<file path="src/rtl/mac_tx_arbiter.sv">
// Grants the single 32-bit MAC TX port to one packet generator at a time, round-robin, with IFG and sop timeout.
// Optional MAC_TX_ARB_PRIO_EN: requester 0 gets strict priority, the rest share round-robin.
module mac_tx_arbiter #(
    parameter int NUM_REQ    = 4,
    parameter int IFG_CYCLES = 2,
    parameter int TIMEOUT    = 64
) (
    input  logic                   clk,
    input  logic                   rst_n,
    input  logic [NUM_REQ-1:0]     req,
    input  logic [32*NUM_REQ-1:0]  req_data,
    input  logic [2*NUM_REQ-1:0]   req_mod,
    input  logic [NUM_REQ-1:0]     req_sop,
    input  logic [NUM_REQ-1:0]     req_eop,
    input  logic [NUM_REQ-1:0]     req_wren,
    output logic [NUM_REQ-1:0]     req_rdy,
    output logic [31:0]            Mac_tx_data,
    output logic [1:0]             Mac_tx_mod,
    output logic                   Mac_tx_sop,
    output logic                   Mac_tx_eop,
    output logic                   Mac_tx_wren,
    input  logic                   Mac_tx_rdy,
    output logic [2:0]             grant_id,
    output logic                   busy,
    output logic                   timeout_err
);
`ifdef MAC_TX_ARB_PRIO_EN
    localparam bit PRIO = 1'b1;
`else
    localparam bit PRIO = 1'b0;
`endif
    localparam int IW = (NUM_REQ > 1) ? $clog2(NUM_REQ) : 1;
    localparam int TW = $clog2(TIMEOUT);
    localparam int GW = (IFG_CYCLES > 1) ? $clog2(IFG_CYCLES) : 1;
    localparam logic [TW-1:0] TMO_LAST = TW'(TIMEOUT - 1);
    localparam logic [GW-1:0] GAP_LAST = (IFG_CYCLES > 0) ? GW'(IFG_CYCLES - 1) : '0;

    typedef enum logic [1:0] {IDLE, WAIT_SOP, BUSY, GAP} state_t;

    state_t        state, state_nxt;
    logic [IW-1:0] owner, owner_nxt, rr_ptr, rr_ptr_nxt, winner, rr_next;
    logic [TW-1:0] tmo_cnt, tmo_cnt_nxt;
    logic [GW-1:0] gap_cnt, gap_cnt_nxt;
    logic          found, done;
    int            cand;

    logic [31:0]   own_data;
    logic [1:0]    own_mod;
    logic          own_sop, own_eop, own_wren, fwd;

    always_comb begin
        own_data = '0;
        own_mod  = '0;
        own_sop  = 1'b0;
        own_eop  = 1'b0;
        own_wren = 1'b0;
        req_rdy  = '0;
        for (int i = 0; i < NUM_REQ; i++) begin
            if (owner == IW'(i)) begin
                own_data   = req_data[32*i +: 32];
                own_mod    = req_mod[2*i +: 2];
                own_sop    = req_sop[i];
                own_eop    = req_eop[i];
                own_wren   = req_wren[i];
                req_rdy[i] = Mac_tx_rdy & busy;
            end
        end
    end

    assign busy     = (state == WAIT_SOP) || (state == BUSY);
    assign grant_id = 3'(owner);

    // The sop word passes through in the same cycle it closes WAIT_SOP
    assign fwd         = (state == BUSY) || ((state == WAIT_SOP) && own_sop);
    assign Mac_tx_data = fwd ? own_data : '0;
    assign Mac_tx_mod  = fwd ? own_mod  : '0;
    assign Mac_tx_sop  = fwd & own_sop;
    assign Mac_tx_eop  = fwd & own_eop;
    assign Mac_tx_wren = fwd & own_wren;

    always_comb begin
        winner = rr_ptr;
        found  = 1'b0;
        cand   = 0;
        for (int k = 0; k < NUM_REQ; k++) begin
            cand = int'(rr_ptr) + k;
            if (cand >= NUM_REQ) cand = cand - NUM_REQ;
            if (!found && req[IW'(cand)] && (!PRIO || cand != 0)) begin
                winner = IW'(cand);
                found  = 1'b1;
            end
        end
        if (PRIO && req[0]) winner = '0;
    end

    assign rr_next = (int'(owner) == NUM_REQ - 1) ? '0 : owner + 1'b1;

    always_comb begin
        state_nxt   = state;
        owner_nxt   = owner;
        rr_ptr_nxt  = rr_ptr;
        tmo_cnt_nxt = tmo_cnt;
        gap_cnt_nxt = gap_cnt;
        timeout_err = 1'b0;
        done        = 1'b0;
        case (state)
            IDLE: begin
                if (|req) begin
                    owner_nxt   = winner;
                    tmo_cnt_nxt = '0;
                    state_nxt   = WAIT_SOP;
                end
            end
            WAIT_SOP: begin
                tmo_cnt_nxt = tmo_cnt + 1'b1;
                if (own_wren && own_sop) begin
                    if (own_eop) done = 1'b1;
                    else         state_nxt = BUSY;
                end else if (tmo_cnt == TMO_LAST) begin
                    timeout_err = 1'b1;
                    done        = 1'b1;
                end
            end
            BUSY: begin
                if (own_wren && own_eop) done = 1'b1;
            end
            GAP: begin
                if (gap_cnt == GAP_LAST) state_nxt = IDLE;
                else                     gap_cnt_nxt = gap_cnt + 1'b1;
            end
            default: state_nxt = IDLE;
        endcase
        if (done) begin
            state_nxt   = (IFG_CYCLES == 0) ? IDLE : GAP;
            gap_cnt_nxt = '0;
            if (!PRIO || owner != '0) rr_ptr_nxt = rr_next;
        end
    end

    always_ff @(posedge clk or negedge rst_n) begin
        if (!rst_n) begin
            state   <= IDLE;
            owner   <= '0;
            rr_ptr  <= '0;
            tmo_cnt <= '0;
            gap_cnt <= '0;
        end else begin
            state   <= state_nxt;
            owner   <= owner_nxt;
            rr_ptr  <= rr_ptr_nxt;
            tmo_cnt <= tmo_cnt_nxt;
            gap_cnt <= gap_cnt_nxt;
        end
    end
endmodule

</file>
<file path="config.mk">
export PLATFORM = sky130hd
export DESIGN_NAME = mac_tx_arbiter
export DESIGN_NICKNAME = d
export VERILOG_FILES = /design/src/rtl/mac_tx_arbiter.sv
export SDC_FILE = /design/constraint.sdc
export NUM_CORES = 1
export LEC_CHECK = 0
export CORE_ASPECT_RATIO = 1.25
export CORE_MARGIN = 2
export CORE_UTILIZATION = 32
export CTS_BUF_LIST = sky130_fd_sc_hd__clkbuf_4
export CTS_CLUSTER_DIAMETER = 200
export DETAILED_ROUTE_END_ITERATION = 8
export GPL_TIMING_DRIVEN = 0
export HOLD_SLACK_MARGIN = 0.1
export PLACE_DENSITY = 0.85
export SYNTH_ARGS = -nofsm -noshare
export SYNTH_HDL_FRONTEND = slang
export SYNTH_SLANG_ARGS = --single-unit
</file>
<file path="constraint.sdc">
create_clock -name clk -period 2.65 [get_ports clk]
set_input_delay 0.53 -clock clk [delete_from_list [all_inputs] [get_ports clk]]
set_output_delay 0.53 -clock clk [all_outputs]
set_load 0.05 [all_outputs]
</file>
======== After elaboration in Yosys (flattened, before gate mapping) ========
Index checks and enable logic that the tools add are counted.
cells by class
  $add $sub $neg .......................... 10
  magnitude comparators ................... 8
  eq/ne operators ......................... 13
  mux-type cells .......................... 68
  bitwise operators ....................... 4
  reduce and logical (&&, ||, !) cells .... 20
operators with widths
  operator                                                    count
  2-to-1 mux 32 bit                                           5
  2-to-1 mux 2 bit                                            19
  2-to-1 mux 1 bit                                            36
  less-than comparator 2 x 4 -> 1 bit, second input constant  4
  one-hot mux 6 bit (2 select lines)                          1
  >= comparator 3 bit, second input constant                  3
  != test 3 bit, second input constant                        3
  binary-select mux 1 bit (select 2 bit)                      4
  equality test 2 bit, second input constant                  4
  subtractor 2 x 1 -> 2 bit, second input constant            4
  adder 2 x 2 -> 3 bit, second input constant                 2
  adder 6 x 1 -> 6 bit, second input constant                 1
  equality test 2 x 1 -> 1 bit, second input constant         3
  equality test 6 bit, second input constant                  1
  logical AND 1 bit                                           6
  2-to-1 mux 6 bit                                            1
  one-hot mux 2 bit (3 select lines)                          1
  AND reduction 5 bit                                         1
  bitwise AND 1 bit                                           4
  zero test 2 bit                                             2
  AND reduction 2 bit                                         2
  nonzero test 2 bit                                          2
  nonzero test 4 bit                                          1
  OR reduction 4 bit                                          1
  9 further kinds                                             12
storage, ports and cells
  register bits after elaboration ......... 13
  input bits .............................. 155
  output and inout bits ................... 46

======== Depth between registers and ports, before layout ========
Gate-level depths: netlist (run 1).
  depth after elaboration ................. 15
  gate-level depth with buffers ........... 10
  gate-level depth less buffers ........... 8

======== Worst setup path before layout (run 1) ========
Ideal clock, no wire load.
  kind .................................... reg-to-output
  start point ............................. reg owner[1]
  end point ............................... out Mac_tx_mod[0]
  arrival time ............................ 2.781 ns
  data required time ...................... 2.120 ns
  setup slack ............................. -0.661 ns
  cell stages (with the launch flop) ...... 11
  cells stage by stage .................... dfrtp_1 inv_1 ha_1 buf_2 nor2b_1 clkbuf_1 clkbuf_1 a221oi_1 nor3_1 a21oi_1 nor2_1
on the way
  word-level cells in the longest chain between the ends .. 8
RTL lines
  item                           RTL line  text
  from (decl)                    41        logic [IW-1:0] owner, owner_nxt, rr_ptr, rr_ptr_nxt, winner, rr_next;
  from (signal assigned)         149       owner <= owner_nxt;
  zero test 2 bit                59        if (owner == IW'(i)) begin
  2-to-1 mux 1 bit (4 in a row)  59
  logical AND 1 bit              74        assign fwd = (state == BUSY) || ((state == WAIT_SOP) && own_sop);
  logical OR 1 bit               74
  2-to-1 mux 2 bit (*)           76        assign Mac_tx_mod = fwd ? own_mod : '0;
  to (decl)                      18        output logic [1:0] Mac_tx_mod,
Every way passes the cells marked *; elsewhere a longest branch is shown, timed or not.

======== Final worst setup path (run 1) ========
  start point ............................. reg owner[0]
  end point ............................... out Mac_tx_data[13]
on the way
  word-level cells in the longest chain between the ends .. 8
RTL lines
  item                           RTL line  text
  zero test 2 bit                59
  2-to-1 mux 1 bit (4 in a row)  59
  logical AND 1 bit              74
  logical OR 1 bit               74
  2-to-1 mux 32 bit (*)          75        assign Mac_tx_data = fwd ? own_data : '0;
  to (decl)                      17        output logic [31:0] Mac_tx_data,
Marks and branches as above.

==> metrics.md, run 1 <==
| Metric | Value |
|---|---|
| XOR/XNOR Fraction of Synth Area | `1.19%` |
| Synthesized area per cell | `6.80 um^2` |
| Global route overflow | `0` |
| Die width | `78.4 um` |
| Failing checks | `negative setup slack` |
| Netlist cell types | `47` |
| Peak VDD IR | `around 1 mV` |
| Layout cell share with drive strength beyond 1 | `38.2%` |
| Starting Density | `33.3%` |
| Via count | `3,779` |
| Power Total | `7.62 mW` |
| Clk sink count | `13` |
| First-pass GRT wire length | `just under 20,000 um` |
| Setup CP Type | `reg -> out` |
| Final core occ | `between 80% and 90%` |
| Final hold slack | `just over 0.5 ns` |
| Final Max Tran Viols | `0` |
| Largest family of logic cells by synthesized area | `simple AND/OR/NAND/NOR gates` |
| Diodes inserted | `0` |
| Clock power frac | `1.9%` |
| Setup Skew | `0.000640 ns` |
| Hold_buf cts | `0` |
| Flop pwr share | `5.0%` |
| Worst Hold Depth | `1` |
| P&R area growth vs syn | `154%` |
| H-tree Lvls | `1` |
| Largest net degree at the start of global routing | `14` |
| DR vias/cell | `5.86` |
| Final Critical Period | `2.90 ns` |
| # rows | `33` |
| Worst Setup End Kind | `output port` |
| Synth area leaders | `dfrtp_1, a221oi_1, nor2b_1` |
| Hold Path Class | `reg -> reg` |
| R2R cell count | `11` |
| Detailed-route DRC error count | `0` |
| Pwr Density | `approximately 1400 nW/um^2` |
| IO buf count | `199` |
| Most common cell after layout, fill and taps aside | `clkdlybuf4s50_1` |
| Top Ports | `201` |
| Data arrival, critical path | `2.37 ns` |
| Leakage Power | `2.17 nW` |
| TritonCTS Buffers | `3` |
| Starting DRT DRC Count | `a little over 200` |
| Top_reg_cell synth | `dfrtp_1` |
| Combinational power share | `93.2%` |
| Number of global-route vias before repair | `between 3,000 and 4,000` |
| First-pass DRT Iterations | `4` |
| Placement Cell Area | `4590 um^2` |
| RSZ-0062 raised after global routing | `true` |
| Post-synth top area share | `14.7%` |
| GRT Total Usage | `32.3%` |
| Rel. slew slack | `57.4%` |
| Max-Cap Viols | `0` |
| Post-synthesis adder-cell area fraction | `5.65%` |
| Clk_lat worst skew | `0.28 ns` |
| Status | `complete, but fails checks` |
| Final Hold Viols | `0` |
| Wire per inst | `20.8 um` |
| Post-Syn Nets | `around 490` |
| Final setup viols | `just over 40` |
| Sw Ratio | `54.6%` |
| Gpl congestion | `0.851` |
| Layout net count | `724` |
| CTS tree | `built` |
| Int Pwr | `3.45 mW` |
| Seq/Total Area, Yosys | `14.7%` |
| Async SR Flop Fraction | `100%` |
| YS warnings | `0` |
| Worst Max-Slew Pin Slew | `0.633 ns` |
| Critical Path RT | `2.12 ns` |
| Worst setup path startpoint | `owner[0]` |
| Synth Area in Compound Gates | `33.1%` |
| Mux contribution to synthesized area | `1.86%` |
| Most frequent cells in the layout | `clkdlybuf4s50_1, nor2b_1, nor2_4` |
| Top cell type by total area after synthesis | `dfrtp_1` |
| Synth Register Bits | `13` |
| Design Area, Final | `5620 um^2` |
| Setup TNS | `-7.26 ns` |
| Routed WL | `between 10,000 and 15,000 um` |
| Worst setup SP type | `register` |
| Final WS setup | `-0.245 ns` |
| CP Max Fanout | `8` |
| Worst Hold Launch | `gap_cnt` |
| Initial antenna violation count | `0` |
| Max Freq | `345 MHz` |
| Antenna Violating Nets Remaining | `0` |
| Die area | `roughly 7600 um^2` |
| Root Driver | `clkbuf_4` |
| Synthesized area | `2220 um^2` |
| Core region area | `6650 um^2` |
| P_sw | `4.16 mW` |
| Post-Synth Simple-Gate Area | `a little over a third` |
| Syn Inst Count | `around 330` |
| Fin crit share | `109%` |
| Post-synth EDFFs | `0` |
| Height of the die | `97.0 um` |
| RR Startpoint | `owner[0]` |
| HPWL Detailed | `8590 um` |
| Clock slew at reported path FFs | `0.09 ns` |
| Bufs on Longest Clock Path | `2` |
[flip-flops by register name, indices dropped and copies added (netlist names)]
signal / count
rr_ptr: 2
owner: 2
tmo_cnt: 6
state: 2
gap_cnt: 1
[synthesized netlist by cell type (2+ instances only)]
library cell,count
nor3_1,36
a21oi_1,40
o21ai_2,2
ha_1,10
and3_1,4
a211oi_2,2
mux2_4,2
buf_1,2
o21ai_0,6
clkbuf_1,22
a211oi_1,4
nor2b_1,42
buf_6,2
a221oi_1,34
xor2_1,3
nor2_1,48
nand2_1,12
nand3_1,5
buf_2,2
nand4_1,2
dfrtp_1,13
inv_1,8
[path summary, 6_finish.rpt]
kind	endpoint	slack, ns
worst max-delay path	Mac_tx_data[13]	-0.25
worst min-delay path	gap_cnt	0.51
worst max register to register	rr_ptr[1]	-0.04
worst min register to register	gap_cnt	0.51
max in group asynchronous	owner[1]	1.57
min in group asynchronous	tmo_cnt[0]	0.63
[per-stage QoR]
stage / cells / setup slack [ns]
after floorplan: 326 / -0.0101
after global placement: 612 / -0.852
after detailed placement: 612 / -0.902
after CTS: 638 / -0.151
after global routing: 645 / -0.356
final: 645 / -0.245
[cell type report]
class	instances	area [um^2]
repair buffers	229	2460
well taps	87	109
flip-flops and latches	13	328
fillers	371	1030
inverters	8	32.5
multi-input cells	276	2370
clock buffers	4	30.0
plain buffers	28	292
[logic make-up (layout without fill, tap and decap cells)]
logic type,count (synthesis),count (layout)
other,1,1
flip-flops,13,13
buffers and inverters,37,269
XOR/XNOR,3,3
AND/OR/NAND/NOR,159,159
adder cells (fa/ha/maj),10,10
multiplexers,3,3
AO/OA/AOI/OAI,100,100
[critical path, stage by stage, from the launching register on]
cell and delay (ns):
dfrtp_2 0.48, buf_12 0.15, ha_4 0.16, buf_8 0.13
nor2b_4 0.15, buf_12 0.15, clkbuf_8 0.16, a221oi_1 0.07
nor3_1 0.26, a21oi_2 0.09, nor2_4 0.12, buf_6 0.16
[layer usage]
layer,track usage (%),wire length [um],vias to the layer above
li1,-,-,1667
met1,36.5,4970,1837
met2,58.8,6850,229
met3,6.25,1160,46
met4,12.1,413,0
met5,0,0,-
[repair_timing]
item / in CTS / in global routing
setup buffers: 17 / 6
pin swaps: 14 / 13
setup endpoints to repair: 43 / 46
gates resized for setup: 353 / 55
gates cloned: 6 / 1
[power groups by stage]
| stage | Clock, mW | Sequential (mW) | Combinational (mW) |
|---|---|---|---|
| after CTS | 0.135 | 0.362 | 6.48 |
| after global routing | 0.157 | 0.383 | 7.40 |
| final | 0.144 | 0.377 | 7.09 |
| after global placement | 0 | 0.351 | 4.97 |
| after detailed placement | 0 | 0.357 | 5.05 |
| after floorplan | 0 | 0.376 | 3.61 |
(Power assumes the default switching activity.)
==> inputs of run 2 (changes only) <==
==> constraint.sdc (replaced) <==
create_clock -name clk -period 2.7 [get_ports clk]
set_input_delay 0.54 -clock clk [delete_from_list [all_inputs] [get_ports clk]]
set_output_delay 0.54 -clock clk [all_outputs]
set_load 0.05 [all_outputs]
==> metrics.md, run 2 (same netlist as run 1, synthesis figures left out) <==
| Metric | Value |
|---|---|
| Dpl cells | `612` |
| GRT Total Usage | `30.9%` |
| H-tree Lvls | `1` |
| Worst setup SP type | `register` |
| Flop pwr share | `4.7%` |
| First-pass GRT wire length | `approximately 19,000 um` |
| Most frequent cells in the layout | `clkdlybuf4s50_1, nor2b_1, nor2_4` |
| Root Driver | `clkbuf_4` |
| Initial antenna violation count | `0` |
| Final Max Tran Viols | `0` |
| Core region area | `~6600 um^2` |
| CTS tree | `built` |
| Biggest register | `tmo_cnt` |
| Global route overflow | `0` |
| Setup CP Type | `reg -> out` |
| Number of global-route vias before repair | `3,670` |
| Largest net degree at the start of global routing | `14` |
| Fin crit share | `107%` |
| Worst Max-Slew Pin Slew | `0.681 ns` |
| Final Hold Viols | `0` |
| HPWL Detailed | `8590 um` |
| Pwr Density | `1340 nW/um^2` |
| Clk_lat worst skew | `~0.30 ns` |
| Final WS setup | `-0.202 ns` |
| Combinational power share | `93.4%` |
| TritonCTS Buffers | `3` |
| Clock power frac | `1.9%` |
| Wire per inst | `23.8 um` |
| Clk sink count | `13` |
| Placement Cell Area | `roughly 4600 um^2` |
| Fill cells | `approximately 310` |
| Rel. slew slack | `54.2%` |
| Final setup viols | `36` |
| Critical Path RT | `2.16 ns` |
| Max reg flops | `6` |
| # rows | `33` |
| Peak VDD IR | `approximately 0.92 mV` |
| Int Pwr | `3.50 mW` |
| P&R area growth vs syn | `166%` |
| Gpl congestion | `0.854` |
| Layout net count | `723` |
| Layout cell share with drive strength beyond 1 | `about 45%` |
| Clock slew at reported path FFs | `about 0.1 ns` |
| Height of the die | `roughly 97 um` |
| Failing checks | `negative setup slack` |
| Die area | `7610 um^2` |
| Final Critical Period | `2.90 ns` |
| First-pass DRT Iterations | `5` |
| Final Non-Filler Cells | `~650` |
| Hold Path Class | `reg -> reg` |
| Max Freq | `345 MHz` |
| Starting DRT DRC Count | `around 210` |
| Leakage Power | `2.26 nW` |
| Max-Cap Viols | `0` |
| DR vias/cell | `6.05` |
| Via count | `3,905` |
| Design Area, Final | `5880 um^2` |
| Worst Setup End Kind | `output port` |
| Data arrival, critical path | `2.36 ns` |
| Top Ports | `201` |
| Die width | `78.4 um` |
| P_sw | `between 4 and 5 mW` |
| Sw Ratio | `55.5%` |
| Status | `complete, but fails checks` |
| Detailed-route DRC error count | `0` |
| Bufs on Longest Clock Path | `2` |
| RSZ-0062 raised after global routing | `true` |
| IO buf count | `between 150 and 200` |
| Starting Density | `~33%` |
| Routed WL | `15,400 um` |
| Antenna Violating Nets Remaining | `0` |
| Setup TNS | `-2.89 ns` |
| Setup Skew | `0.00946 ns` |
| CP Max Fanout | `10` |
| Most common cell after layout, fill and taps aside | `clkdlybuf4s50_1` |
-- run 2: cell types whose count changed in the layout (fill, tap and decap cells not counted), moves of 3 or more --
cell / delta
clkbuf_8: -5
a221oi_1: -11
a221oi_4: +6
nor3_2: +17
buf_8: +11
buf_6: -3
a21oi_1: -10
clkbuf_1: -4
nor3_1: -17
a221oi_2: +5
a21oi_2: +10
-- run 2: layout make-up --
class                      count  area, um^2  area share (%)
antenna                        1        2.50          0.0425
buffer                        28         332            5.63
clock buffer                   4        30.0           0.510
inverter                       8        35.0           0.595
multi-input combinational    276        2600            44.1
sequential                    13         328            5.57
tap                           87         109            1.85
timing repair buffer         228        2450            41.7
-- run 2: power groups by stage --
stage	registers, mW	clock network, mW	logic, mW
after detailed placement	0.350	0	4.94
final	0.372	0.148	7.34
after global routing	0.377	0.156	7.58
after floorplan	0.369	0	3.53
after CTS	0.353	0.142	6.22
after global placement	0.346	0	4.86
-- run 2: routing by layer --
layer,global-route usage (%),share of wire [%],vias up
li1,-,-,1662
met1,33.1,34,1882
met2,58.4,53,293
met3,7.28,8.1,68
met4,9.58,4.6,0
met5,0,0,-
-- run 2: path summary, 6_finish.rpt --
check / slack [ns] / endpoint / cells after the start / from
worst max-delay path: -0.20 / Mac_tx_data[19] / 8 / owner[0]
worst min-delay path: 0.53 / gap_cnt / 1 / gap_cnt
worst max register to register: 0.06 / state[1] / 11 / owner[0]
worst min register to register: 0.53 / gap_cnt / 1 / gap_cnt
max in group asynchronous: 1.63 / owner[0] / 1 / rst_n
min in group asynchronous: 0.62 / gap_cnt / 1 / rst_n
-- run 2: worst max-delay path, cell delays in order (launching register included) --
cell and delay, ns:
dfrtp_2 0.48, buf_12 0.15, ha_4 0.19, buf_12 0.15, buf_2 0.18, clkbuf_2 0.28, a21oi_1 0.39, nor2_4 0.07
buf_6 0.16
-- run 2: metrics by stage --
step | power, mW | hold slack (ns) | util (%) | worst slack (ns)
2_1_floorplan | 3.90 | 0.244 | - | -0.0486
5_1_grt | 8.11 | 0.552 | 88.5 | -0.232
6_report | 7.86 | 0.529 | 88.5 | -0.202
4_1_cts | 6.71 | 0.491 | 80.5 | -0.0803
3_5_place_dp | 5.29 | 0.471 | 68.9 | -0.906
3_3_place_gp | 5.20 | 0.462 | 68.9 | -0.857
-- run 2: what timing repair did --
item,in CTS,in global routing
hold buffers,0,0
pin swaps,11,42
hold endpoints to repair,0,0
setup endpoints to repair,43,42
setup buffers,13,8
gates cloned,6,2
resized for setup,371,106
==> inputs of run 3 (changes only) <==
--- a/config.mk
+++ b/config.mk
@@ -9,7 +9,6 @@
 export CORE_MARGIN = 2
 export CORE_UTILIZATION = 32
 export CTS_BUF_LIST = sky130_fd_sc_hd__clkbuf_4
-export CTS_CLUSTER_DIAMETER = 200
 export DETAILED_ROUTE_END_ITERATION = 8
 export GPL_TIMING_DRIVEN = 0
 export HOLD_SLACK_MARGIN = 0.1
==> results of run 3 <==
No change in the layout: final DEF, timing and power equal those of run 2.
